--- src/rtl/full_adder.sv ---
// Ripple-carry full adder built from WIDTH one-bit cells, with optional output register.
// REG_OUT=1 gives a 1-cycle latency pipeline stage; REG_OUT=0 is a pure combinational path.
module full_adder #(
  parameter int WIDTH   = 1,
  parameter bit REG_OUT = 1'b1
) (
  input  logic             clk,
  input  logic             rst,
  input  logic             in_valid,
  input  logic [WIDTH-1:0] a,
  input  logic [WIDTH-1:0] b,
  input  logic             c,
  output logic [WIDTH-1:0] sum,
  output logic             carry,
  output logic             out_valid
);

  logic [WIDTH:0]   cy;
  logic [WIDTH-1:0] sum_d;

  assign cy[0] = c;

  for (genvar i = 0; i < WIDTH; i++) begin : g_cell
    assign sum_d[i]  = a[i] ^ b[i] ^ cy[i];
    assign cy[i+1]   = (a[i] & b[i]) | (a[i] & cy[i]) | (b[i] & cy[i]);
  end

  if (REG_OUT) begin : g_reg
    logic [WIDTH-1:0] sum_q;
    logic             carry_q;
    logic             valid_q;

    // Result holds while in_valid is low; only out_valid drops.
    always_ff @(posedge clk) begin
      if (rst) begin
        sum_q   <= '0;
        carry_q <= 1'b0;
        valid_q <= 1'b0;
      end else begin
        if (in_valid) begin
          sum_q   <= sum_d;
          carry_q <= cy[WIDTH];
        end
        valid_q <= in_valid;
      end
    end

    assign sum       = sum_q;
    assign carry     = carry_q;
    assign out_valid = valid_q;
  end else begin : g_comb
    logic unused_clk_rst;
    assign unused_clk_rst = ^{clk, rst};

    assign sum       = sum_d;
    assign carry     = cy[WIDTH];
    assign out_valid = in_valid;
  end

endmodule

--- config.mk ---
export PLATFORM = sky130hd
export DESIGN_NAME = full_adder
export DESIGN_NICKNAME = d
export VERILOG_FILES = /design/src/rtl/full_adder.sv
export SDC_FILE = /design/constraint.sdc
export NUM_CORES = 1
export LEC_CHECK = 0
export ABC_AREA = 1
export ABC_CLOCK_PERIOD_IN_PS = 1900
export CAP_MARGIN = 20
export CORE_AREA = 2 2 39 41
export CTS_CLUSTER_DIAMETER = 80
export DETAILED_ROUTE_END_ITERATION = 7
export DIE_AREA = 0 0 41 43
export GPL_TIMING_DRIVEN = 0
export SLEW_MARGIN = 20
export SYNTH_ARGS = -nofsm -noshare
export SYNTH_HDL_FRONTEND = slang
export SYNTH_SLANG_ARGS = --single-unit
--- constraint.sdc ---
create_clock -name clk -period 1.9 [get_ports clk]
set_clock_uncertainty 0.2 [all_clocks]
set_input_delay 0.475 -clock clk [delete_from_list [all_inputs] [get_ports clk]]
set_output_delay 0.475 -clock clk [all_outputs]
set_load 0.005 [all_outputs]
==> impl_results.md <==
* FF-to-FF path depth at 2
* Crit path time final at 1.72 ns
* Post-synth top cells: 5 x nor2_1, 4 x inv_1, 4 x nand2_1, 3 x dfxtp_1, 1 x fa_1
* Yosys warning count at 0
* WHS Endpoint: sum
* Hold crit path type: flop to flop
* CTS root buf: clkbuf_4
* Syn avg cell area at 7.58 sq um
* Post-CTS resize count at 0
* CP startpoint: carry
* Final WL at 270 um
* Die width at between 40 and 50 um
* Clk buf depth at 2
* RSZ-0062 raised after global routing: false
* H-tree depth at 1
* Placed inst area at 229 sq um
* Synth Area in Compound Gates at 0%
* # port buffers at 8
* Rel. slew slack at 88.9%
* Lkg Pwr at 0.120 nW
* Routed length per instance at roughly 6.0 um
* Antenna Violating Nets Remaining at 0
* Register-to-register setup slack at 1.15 ns
* Vias in the first global route at 111
* Syn Inst Count at 17
* Hold_ws at 0.272 ns
* Peak VDD IR at 144 uV
* Worst path slowest cell: clkdlybuf4s50_1
* Main flop type after synthesis: dfxtp_1
* CTS tree: built
* Sequential area share after synthesis at between 40% and 50%
* Slowest Stage Delay on Critical Path at 0.50 ns
* Max Clk Rate at 0.582 GHz
* Final Max Slew Viols at 0
* Main combinational cell family by area after synthesis: simple AND/OR/NAND/NOR gates
* Reg area at 60.1 sq um
* Post-route worst setup slack at ~0.18 ns
* Share of layout cells above drive strength 1 at 10.3%
* XOR/XNOR Fraction of Synth Area at 0%
* Asr flop ratio synth at 0%
* CP Capture Type: output port
* DR vias at 139
* RR Startpoint: carry
* Clock Latency Late Sink at roughly 0.23 ns
* Setup crit start kind: flop
* Total CTS buffers at 3
* Vias per cell at 3.09
* Crit path DAT at 1.04 ns
* Post-route cell area at 255 sq um
* Count leader, synth: nor2_1
* Site Rows at 14
* CP bufs+invs at 1
* Worst-path cell chain: clkdlybuf4s50_1
* First-pass GRT wire length at 407 um
* Post-synthesis adder-cell area fraction at roughly 16%
* Starting Density at 9.31%
* Largest net degree at the start of global routing at 6
* Nets at 37
* Yosys top cell area share at 46.6%
* Status: complete, no violations
* Fill cell total of the finished layout at roughly 160
* Simple-gate share of the synthesized area at between 20% and 30%
* Final Hold Viols at 0
* # diodes at 0
* CP delay by family, top: buffers and inverters
* Area of the multi-input gates at 53.8 sq um
* Total power at 0.000212 W
* Synth area leader: dfxtp_1
* Crit path kind: flop to output port
* Grt total ovfl at 0
* Hold Crit Depth at 2
* Maximum capacitance violations at 0
* Count of final setup violators at 0
* Final period util at 90.4%
* Initial antenna violation count at 0
* Post-synthesis mux area share at 0%
* Worst slew pin tran at 0.167 ns
* Yosys cell types at 5
* Die height at 43 um
* Cts hold-fix bufs at 0
* Clock Sinks at 3
* EDFF count, synth at 0
* Total Routing Usage GR at 4.71%
* GP Congestion at between 0.4 and 0.5
* IO Pins at 9
* Seq cells post-synth at 3
* Area contributors post-synth: dfxtp_1 47%, fa_1 16%, nor2_1 15%
* Die area at 0.00176 sq mm
* Pre-CTS setup slack at -0.0363 ns
* Min-Delay Startpoint: sum
* Layout area overhead at 98.1%
* Initial DRC count at 0
* Synthesized net count at 24
* Worst-path clk slew at about 0.04 ns
* Worst r2r dst: carry
* DRC at 0
* Sum Neg Setup Slack at 0 ns
* PD cells at 831 mW/mm^2
* Postcts setup bufs at 0
* Detailed Place HPWL at 218 um
* CP Max Fanout at 2
* DRT Pass-1 Iters at 1
* CP required at 1.22 ns
* Mapped Area at 129 sq um
* Core Area at 0.00138 sq mm
==> stage by stage <==
step,util [%],cells
after floorplan,-,17
after global placement,16.5,41
after detailed placement,16.5,41
after CTS,18.4,45
after global routing,18.4,45
final,18.4,45
==> state kept, by name (all words and copies together) (netlist names) <==
name / flops
carry: 1
out_valid: 1
sum: 1
==> logic make-up after synthesis <==
kind of cell / Yosys count
buffers and inverters: 4
flip-flops: 3
adder cells (fa/ha/maj): 1
AND/OR/NAND/NOR: 9
==> worst min-delay path, stage by stage (launching register included) <==
cell and delay, ns:
dfxtp_1 0.30, nor2_1 0.08, nor2_1 0.05
==> report_power, final <==
part,switching [W],internal (W),leakage (nW),total (W)
Sequential,0.00000184,0.0000680,0.0250,0.0000698
Combinational,0.0000116,0.0000216,0.0800,0.0000332
Clock,0.0000304,0.0000785,0.0150,0.000109
Total,0.0000439,0.000168,0.120,0.000212
==> layer usage <==
| layer | GRT usage (%) | wire length (um) |
|---|---|---|
| met5 | 0 | 0 |
| met4 | 6.00 | 4 |
| met3 | 7.85 | 47 |
| met2 | 4.38 | 100 |
| met1 | 2.88 | 117 |
==> layout make-up <==
class | instances | area share (%)
sequential | 3 | 23.5
timing repair buffer | 8 | 31.4
inverter | 4 | 5.88
multi-input combinational | 10 | 21.1
clock buffer | 4 | 10.3
tap | 16 | 7.84
==> how the worst max path moves through the flow <==
stage	slack, ns	to	cells after the start
2_1_floorplan	0.47	sum	5
5_1_grt	0.11	carry	1
6_report	0.18	carry	1
4_1_cts	0.16	sum	1
3_5_place_dp	-0.04	sum	6
3_3_place_gp	-0.01	sum	6
==> cells in the final DEF, fill, tap and decap left out <==
| cell type | instances |
|---|---|
| nand2_1 | 4 |
| clkbuf_1 | 1 |
| fa_1 | 1 |
| dfxtp_1 | 3 |
| inv_1 | 4 |
| clkdlybuf4s50_1 | 8 |
| nor2_1 | 5 |
| clkbuf_4 | 3 |
Power figures use the tool's default switching activity.
